`config.mk`:
```
export PLATFORM = sky130hd
export DESIGN_NAME = fe_capture_multi
export DESIGN_NICKNAME = d
export VERILOG_FILES = /design/src/rtl/fe_capture_multi.sv
export SDC_FILE = /design/constraint.sdc
export NUM_CORES = 1
export LEC_CHECK = 0
export CORE_MARGIN = 2
export CORE_UTILIZATION = 30
export CTS_BUF_LIST = sky130_fd_sc_hd__clkbuf_2 sky130_fd_sc_hd__clkbuf_4 sky130_fd_sc_hd__clkbuf_8
export DETAILED_ROUTE_END_ITERATION = 8
export PLACE_DENSITY_LB_ADDON = 0.05
export SLEW_MARGIN = 25
export SYNTH_ARGS = -nofsm -noshare
export SYNTH_HDL_FRONTEND = slang
export SYNTH_SLANG_ARGS = --single-unit
```
`constraint.sdc`:
```
create_clock -name fe_clk -period 4.05 [get_ports fe_clk]
set_clock_uncertainty 0.1 [all_clocks]
set_input_delay 1.0125 -clock fe_clk [delete_from_list [all_inputs] [get_ports fe_clk]]
set_output_delay 1.0125 -clock fe_clk [all_outputs]
set_load 0.005 [all_outputs]
```
`src/rtl/fe_capture_multi.sv`:
```
// fe_capture_multi: multi-channel front-end event capture. Events are held as
// per-channel pending flags and drained round-robin into DATA records. Each
// record carries the time since the previous record. TIME records are
// inserted when that delta is too large for a short DATA record, or when the
// delta counter is about to saturate.
// Optional feature: define FE_CAPTURE_MULTI_STATS_EN to add O_dropped_events.
module fe_capture_multi #(
    parameter int pCHANNELS             = 4,
    parameter int pTIMESTAMP_FULL_WIDTH = 16,
    parameter int pCAPTURE_LEN_WIDTH    = 24,
    localparam int CW = (pCHANNELS > 1) ? $clog2(pCHANNELS) : 1
) (
    input  logic                             fe_clk,
    input  logic                             reset_n,
    input  logic [pCHANNELS-1:0]             I_event,
    input  logic [2*pCHANNELS-1:0]           I_data_cmd,
    input  logic                             I_arm,
    input  logic                             I_capture_enable,
    input  logic                             I_target_trig,
    input  logic                             I_capture_while_trig,
    input  logic [pCAPTURE_LEN_WIDTH-1:0]    I_capture_len,
    input  logic [pTIMESTAMP_FULL_WIDTH-1:0] I_max_short_timestamp,
    input  logic                             I_fifo_full,
    output logic                             O_fifo_wr,
    output logic [1:0]                       O_fifo_command,
    output logic [CW-1:0]                    O_fifo_chan,
    output logic [pTIMESTAMP_FULL_WIDTH-1:0] O_fifo_time,
    output logic                             O_capturing,
    output logic                             O_capture_done,
`ifdef FE_CAPTURE_MULTI_STATS_EN
    output logic [15:0]                      O_dropped_events,
`endif
    output logic                             O_overflow
);
    localparam int TW = pTIMESTAMP_FULL_WIDTH;
    localparam int LW = pCAPTURE_LEN_WIDTH;

    localparam logic [1:0] IDLE    = 2'd0;
    localparam logic [1:0] ARMED   = 2'd1;
    localparam logic [1:0] CAPTURE = 2'd2;
    localparam logic [1:0] DONE    = 2'd3;

    localparam logic [1:0]    FE_FIFO_CMD_TIME = 2'b11;
    localparam logic [TW-1:0] DELTA_MAX        = '1;
    localparam logic [TW-1:0] DELTA_SAT        = DELTA_MAX - TW'(1);

    logic [1:0]             state;
    logic [pCHANNELS-1:0]   ev_q;
    logic [2*pCHANNELS-1:0] cmd_q;
    logic [pCHANNELS-1:0]   pending;
    logic [2*pCHANNELS-1:0] cmd_lat;
    logic [CW-1:0]          rr_ptr;
    logic [TW-1:0]          delta;
    logic [LW-1:0]          cap_cnt;

    logic                   cap, stop, issue_ok;
    logic                   found, is_short, do_data, do_time, do_wr;
    logic [CW-1:0]          sel, cand;
    logic [1:0]             sel_cmd;
    logic [pCHANNELS-1:0]   clr_mask, set_mask, drop_mask;

    assign O_capturing    = (state == CAPTURE);
    assign O_capture_done = (state == DONE);

    // Stop conditions and write qualification for the current CAPTURE cycle
    always_comb begin
        cap      = (state == CAPTURE);
        stop     = cap && (I_fifo_full || !I_capture_enable ||
                           (I_capture_while_trig && !I_target_trig) ||
                           ((I_capture_len != '0) && (cap_cnt >= I_capture_len)));
        issue_ok = cap && !stop;
    end

    // Round-robin search for the first pending channel starting at rr_ptr
    always_comb begin
        found = 1'b0;
        sel   = '0;
        cand  = '0;
        for (int unsigned i = 0; i < pCHANNELS; i++) begin
            cand = CW'((32'(rr_ptr) + i) % pCHANNELS);
            if (!found && pending[cand]) begin
                found = 1'b1;
                sel   = cand;
            end
        end
    end

    // Record selection and pending-flag set/clear/drop masks
    always_comb begin
        sel_cmd  = cmd_lat[2*sel +: 2];
        is_short = (delta <= I_max_short_timestamp);
        do_data  = issue_ok && found && is_short;
        do_time  = issue_ok && ((found && !is_short) || (!found && (delta == DELTA_SAT)));
        do_wr    = do_data || do_time;
        clr_mask = '0;
        if (do_data) begin
            clr_mask[sel] = 1'b1;
        end
        // A flag cleared by this cycle's grant may accept a new event at once
        set_mask  = ev_q & (~pending | clr_mask);
        drop_mask = ev_q & pending & ~clr_mask;
    end

    // Capture state machine and sticky overflow flag
    always_ff @(posedge fe_clk or negedge reset_n) begin
        if (!reset_n) begin
            state      <= IDLE;
            O_overflow <= 1'b0;
        end else if (I_arm) begin
            state      <= ARMED;
            O_overflow <= 1'b0;
        end else begin
            case (state)
                ARMED: begin
                    if (I_capture_enable && (I_capture_while_trig ? I_target_trig : 1'b1)) begin
                        state <= CAPTURE;
                    end
                end
                CAPTURE: begin
                    if (stop) begin
                        state <= DONE;
                    end
                    if (I_fifo_full) begin
                        O_overflow <= 1'b1;
                    end
                end
                default: state <= state;
            endcase
        end
    end

    // Delta-time counter and DATA-record counter
    always_ff @(posedge fe_clk or negedge reset_n) begin
        if (!reset_n) begin
            delta   <= '0;
            cap_cnt <= '0;
        end else if (I_arm) begin
            delta   <= '0;
            cap_cnt <= '0;
        end else begin
            if (!issue_ok) begin
                delta <= '0;
            end else if (do_wr) begin
                delta <= TW'(1);
            end else if (delta != DELTA_MAX) begin
                delta <= delta + TW'(1);
            end
            if (do_data && (cap_cnt != '1)) begin
                cap_cnt <= cap_cnt + LW'(1);
            end
        end
    end

    // Event input stage, pending flags with latched commands, round-robin pointer
    always_ff @(posedge fe_clk or negedge reset_n) begin
        if (!reset_n) begin
            ev_q    <= '0;
            cmd_q   <= '0;
            pending <= '0;
            cmd_lat <= '0;
            rr_ptr  <= '0;
        end else if (I_arm) begin
            ev_q    <= '0;
            pending <= '0;
            rr_ptr  <= '0;
        end else begin
            ev_q  <= cap ? I_event : '0;
            cmd_q <= I_data_cmd;
            if (cap) begin
                pending <= (pending & ~clr_mask) | set_mask;
                for (int unsigned c = 0; c < pCHANNELS; c++) begin
                    if (set_mask[c]) begin
                        cmd_lat[2*c +: 2] <= cmd_q[2*c +: 2];
                    end
                end
            end
            if (do_data) begin
                rr_ptr <= (sel == CW'(pCHANNELS - 1)) ? '0 : sel + CW'(1);
            end
        end
    end

    // Registered FIFO write port
    always_ff @(posedge fe_clk or negedge reset_n) begin
        if (!reset_n) begin
            O_fifo_wr      <= 1'b0;
            O_fifo_command <= '0;
            O_fifo_chan    <= '0;
            O_fifo_time    <= '0;
        end else if (I_arm) begin
            O_fifo_wr <= 1'b0;
        end else begin
            O_fifo_wr <= do_wr;
            if (do_wr) begin
                O_fifo_command <= do_data ? sel_cmd : FE_FIFO_CMD_TIME;
                O_fifo_chan    <= do_data ? sel : '0;
                O_fifo_time    <= delta;
            end
        end
    end

`ifdef FE_CAPTURE_MULTI_STATS_EN
    logic [16:0] drop_sum;
    assign drop_sum = {1'b0, O_dropped_events} + 17'($countones(drop_mask));

    // Saturating count of events lost to an already-pending channel
    always_ff @(posedge fe_clk or negedge reset_n) begin
        if (!reset_n) begin
            O_dropped_events <= '0;
        end else if (I_arm) begin
            O_dropped_events <= '0;
        end else if (cap) begin
            O_dropped_events <= drop_sum[16] ? 16'hFFFF : drop_sum[15:0];
        end
    end
`endif

endmodule

```
* Word-level counts from Yosys, hierarchy flattened *
Cells that the tools add are included.
Widths: inputs -> output; s select.

storage, ports and cells
  flip-flop bits (word level) = 90
  bits of input ports = 59

cells by class
  mux-type cells = 43
  eq/ne operators = 10
  reduce and logical (&&, ||, !) cells = 41
  add/sub/neg operators = 6
  $lt $le $gt $ge = 8
  shifts and indexed selects = 1
  bitwise gates (word level) = 7

operator list
  operator               number
  $mux 16                4
  $mux 24                2
  $add 24x1->24 const B  1
  $ge 24x24->1           1
  $mux 2                 12
  $ne 24x24->1 const B   1
  $reduce_bool 24->1     1
  $mux 4                 5
  $add 16x1->16 const B  1
  $eq 16x16->1 const B   1
  $le 16x16->1           1
  $ne 16x16->1 const B   1
  $logic_and 1x1->1      15
  $lt 2x3->1 const B     5
  $reduce_and 3->1       5
  $mux 1                 14
  $and 4x4->4            2
  $bmux 1 s2             4
  $logic_not 1->1        8
  $not 4->4              2
  $or 4x4->4             2
  $reduce_bool 2->1      4
  $shiftx 8x4->2         1
  $eq 2x2->1 const B     3
  other kinds (13)       20

* Longest topological paths before layout *
  depth after elaboration = 22
  depth in mapped cells = 11

* Worst setup path before layout *
Ideal clock, no wire load.

  path type = input to register
  start point = input I_capture_len[13]
  end point = register O_fifo_chan[1]
  path buffers = 1
  data arrival time = 3101 ps
  slack = 724 ps
  stages on the path = 10
  cells stage by stage = inv_1 > ha_1 > a211oi_2 > nor2_1 > a211o_1 > a311oi_2 > o21ai_2 > nor3b_2 > buf_2 > mux2_2

between the ends
  word-level cells in the longest chain between the ends = 10

RTL lines
  element                                             RTL line  RTL
  start: declaration                                  21        input logic [pCAPTURE_LEN_WIDTH-1:0] I_capture_len,
  $ge 24x24->1 or $reduce_bool 24->1 (tied branches)  70        ((I_capture_len != '0) && (cap_cnt >= I_capture_len)));
  $logic_and 1x1->1 *                                 70
  $logic_or 1x1->1 *                                  69        (I_capture_while_trig && !I_target_trig) ||
  $logic_and 1x1->1 *                                 68        stop = cap && (I_fifo_full || !I_capture_enable ||
  $logic_not 1->1 *                                   71        issue_ok = cap && !stop;
  $logic_and 1x1->1 *                                 71
  $logic_and 1x1->1 (2 in a row)                      92        do_data = issue_ok && found && is_short;
  $logic_or 1x1->1                                    94        do_wr = do_data || do_time;
  $reduce_and 2->1 (no source line)                   n/a
  end signal: assignment                              196       O_fifo_chan <= do_data ? sel : '0;
  end: declaration                                    26        output logic [CW-1:0] O_fifo_chan,

Every way passes the cells marked *; elsewhere a longest branch is shown, timed or not.
A chain may end at the register's enable or synchronous reset.

* Worst setup path after layout *
  start point = input I_capture_len[6]
  end point = register cap_cnt[3]

between the ends
  word-level cells in the longest chain between the ends = 10

RTL lines
  element                                             RTL line  RTL
  $ge 24x24->1 or $reduce_bool 24->1 (tied branches)  70
  $logic_and 1x1->1 *                                 70
  $logic_or 1x1->1 *                                  69
  $logic_and 1x1->1 *                                 68
  $logic_not 1->1 *                                   71
  $logic_and 1x1->1 *                                 71
  $logic_and 1x1->1 * (2 in a row)                    92
  $logic_and 1x1->1 *                                 148       if (do_data && (cap_cnt != '1)) begin
  $reduce_bool 2->1 (no source line) *                n/a
  end signal: assignment                              149       cap_cnt <= cap_cnt + LW'(1);
  end: declaration                                    54        logic [LW-1:0] cap_cnt;

Marks and branches as above.

==> results.sh <==
export IMPL_outcome="completed"
export IMPL_hold_start="O_overflow"
export IMPL_drive_gt1_share_pct=12.81
export IMPL_ys_seq_elements=90
export IMPL_period_minus_slack_ns=3.673
export IMPL_synth_area_top_cells="dfrtp_1 (40%), ha_1 (10%), mux2_2 (6.4%)"
export IMPL_grt_remaining_overflow=0
export IMPL_yosysMostFrequentCell="dfrtp_1"
export IMPL_vias=4712
export IMPL_start_util_pct=30.34
export IMPL_fin_util_pct=37.93
export IMPL_ctsResizeCount=0
export IMPL_drt_initial_drc_count=284
export IMPL_holdPathStages=2
export IMPL_clk_pin_slew_worst_paths_ns=0.10
export IMPL_post_cts_buffers=0
export IMPL_regToRegEndpoint="cap_cnt[3]"
export IMPL_grt_max_degree=47
export IMPL_r2r_start="cap_cnt[6]"
export IMPL_grt_pass1_wl_um=25220
export IMPL_critPathKind="input port to flop"
export IMPL_ff2ff_path_depth=10
export IMPL_synthTopCellsByCount="dfrtp_1 (90), inv_1 (60), ha_1 (47)"
export IMPL_fin_tns_setup_ns=0
export IMPL_hold_viol_final=0
export IMPL_peakVddDrop_mv=0.1535
export IMPL_drcViolationCount=0
export IMPL_n_fill_cell=1849
export IMPL_synth_edff_count=0
export IMPL_post_route_period_util_pct=90.70
export IMPL_num_rows=50
export IMPL_crit_fanout=39
export IMPL_cts_sinks=90
export IMPL_yosys_area_top_type="dfrtp_1"
export IMPL_cp_required_ns=4.26
export IMPL_design_area_um2=7024
export IMPL_synth_ff_type="dfrtp_1"
export IMPL_rsz0062_at_grt="false"
export IMPL_p_total_mw=1.680
export IMPL_cts_buffer_depth=2
export IMPL_cts_tree="built"
export IMPL_nets=780
export IMPL_coreArea_um2=18520
export IMPL_hold_path_class="flop to flop"
export IMPL_antenna_found_initial=0
export IMPL_post_dp_cell_area_um2=6847
export IMPL_p_per_area_nw_per_um2=239.1
export IMPL_cts_buffers=9
export IMPL_yosysUniqueCellTypes=52
export IMPL_root_buffer="clkbuf_8"
export IMPL_ff2ff_setup_slack_ns=1.08
export IMPL_port_buffers=82
export IMPL_synth_seq_area_share_pct=40.09
export IMPL_ant_nets=0
export IMPL_grt_pass1_vias=4788
export IMPL_max_cap_viol_count=0
export IMPL_syn_inst=584
export IMPL_antennaDiodeCount=0
export IMPL_hpwl_um=11210
export IMPL_track_usage_pct=16.00
export IMPL_dieArea_um2=19840
export IMPL_place_ws_ns=-0.001186
export IMPL_die_h_um=140.8
export IMPL_setup_viol=0
export IMPL_syn_area_per_cell_um2=9.620
export IMPL_holdPathEnd="O_overflow"
export IMPL_fp_dieW_um=140.8
export IMPL_synthArstFlopShare_pct=100.0
export IMPL_cts_htree_levels=3
export IMPL_synthToLayoutAreaGrowth_pct=25.03
export IMPL_synth_warning_count=0
export IMPL_ctsHoldBuffers=0
export IMPL_end_kind="flop"
export IMPL_syn_nets=690
export IMPL_synth_top_area_share_pct=40.09
export IMPL_crit_arrival_ns=3.88
export IMPL_drt_total_wl_um=15160
export IMPL_dr_pass1_iters=4
export IMPL_tightest_slew_ns=0.7505
export IMPL_p_leak_nw=3.161
export IMPL_clk_latency_ns=0.38
export IMPL_routabilityCongestion=0.7789
export IMPL_viasPerCell=5.161
export IMPL_crit_path_start_kind="input port"
export IMPL_drt_wirelength_per_cell_um=16.61
export IMPL_syn_area_um2=5618
export IMPL_ios=83
export IMPL_max_freq_mhz=272.2
export IMPL_relSlewSlack_pct=49.97
export IMPL_setup_slack_ns=0.3767
export IMPL_slew_violations=0
stage by stage:
step	hold slack (ns)	cells
floorplan	0.3794	584
global placement	0.3857	897
detailed placement	0.3840	897
CTS	0.4067	913
global route	0.4361	913
finish	0.3996	913
cell families (layout without fill, tap and decap cells):
family / after synthesis / count (layout) / synth area share [%]
AO/OA/AOI/OAI: 124 / 124 / 15.39
XOR/XNOR: 14 / 14 / 2.183
adder cells (fa/ha/maj): 47 / 47 / 10.47
buffers and inverters: 85 / 180 / 5.991
flip-flops: 90 / 90 / 40.09
multiplexers: 36 / 36 / 7.127
AND/OR/NAND/NOR: 188 / 188 / 18.75
state kept, by name, indices dropped and copies added (netlist names), 2 cells and up:
name,count
O_fifo_time,16
delta,16
cmd_lat,8
ev_q,4
O_fifo_chan,2
state,2
O_fifo_command,2
cmd_q,8
cap_cnt,24
pending,4
rr_ptr,2
where the power goes:
part,internal [mW],total [mW],leakage [nW],switching [mW]
clock network,0.240,0.591,0.0924,0.351
registers,0.909,0.916,1.23,0.00661
logic,0.0903,0.173,1.83,0.0826
total,1.24,1.68,3.16,0.440
cell usage in the layout (no fill, tap or decap), drive strengths merged, types with 11 or more instances in the layout:
| cell type | instances |
|---|---|
| and2 | 12 |
| nand3 | 29 |
| mux2 | 32 |
| buf | 23 |
| o31ai | 25 |
| or4 | 22 |
| clkdlybuf4s50 | 81 |
| nor2 | 32 |
| a21oi | 38 |
| nand4 | 16 |
| ha | 47 |
| nand2 | 29 |
| xor2 | 11 |
| o21ai | 14 |
| inv | 61 |
| dfrtp | 90 |
layer usage:
metal	up-vias	track usage (%)	part of all wire [%]
met5	-	0	0
met2	96	24.34	45
met4	0	6.000	2.0
li1	2331	-	-
met3	24	2.751	4.3
met1	2261	22.79	49
worst max path at each step:
stage	from	slack (ns)	endpoint
final	I_capture_len[6]	0.38	cap_cnt[3]
after detailed placement	I_capture_len[6]	-0.001	cap_cnt[9]
after global placement	I_capture_len[5]	0.04	O_fifo_chan[1]
after global routing	I_capture_len[5]	0.11	cap_cnt[17]
after CTS	I_capture_len[6]	0.40	cap_cnt[17]
after floorplan	I_capture_len[13]	0.72	O_fifo_chan[1]
critical path, stage by stage:
cell and delay, ns:
clkdlybuf4s50_1 0.49, inv_1 0.06, ha_1 0.30, and3_1 0.17, a221oi_1 0.26, o21ai_1 0.15
a311oi_2 0.31, buf_4 0.18, o21ai_4 0.08, buf_12 0.18, or4_1 0.51, a21oi_1 0.17
final cells by class:
type	instances	area, um2	share of cell area [%]
clock buffers	10	137.6	1.959
clock inverters	6	40.04	0.5700
inverters	60	225.2	3.206
multi-input cells	409	3043	43.32
flip-flops and latches	90	2252	32.06
well taps	234	292.8	4.168
repair buffers	104	1033	14.71
Power figures use the tool's default switching activity.
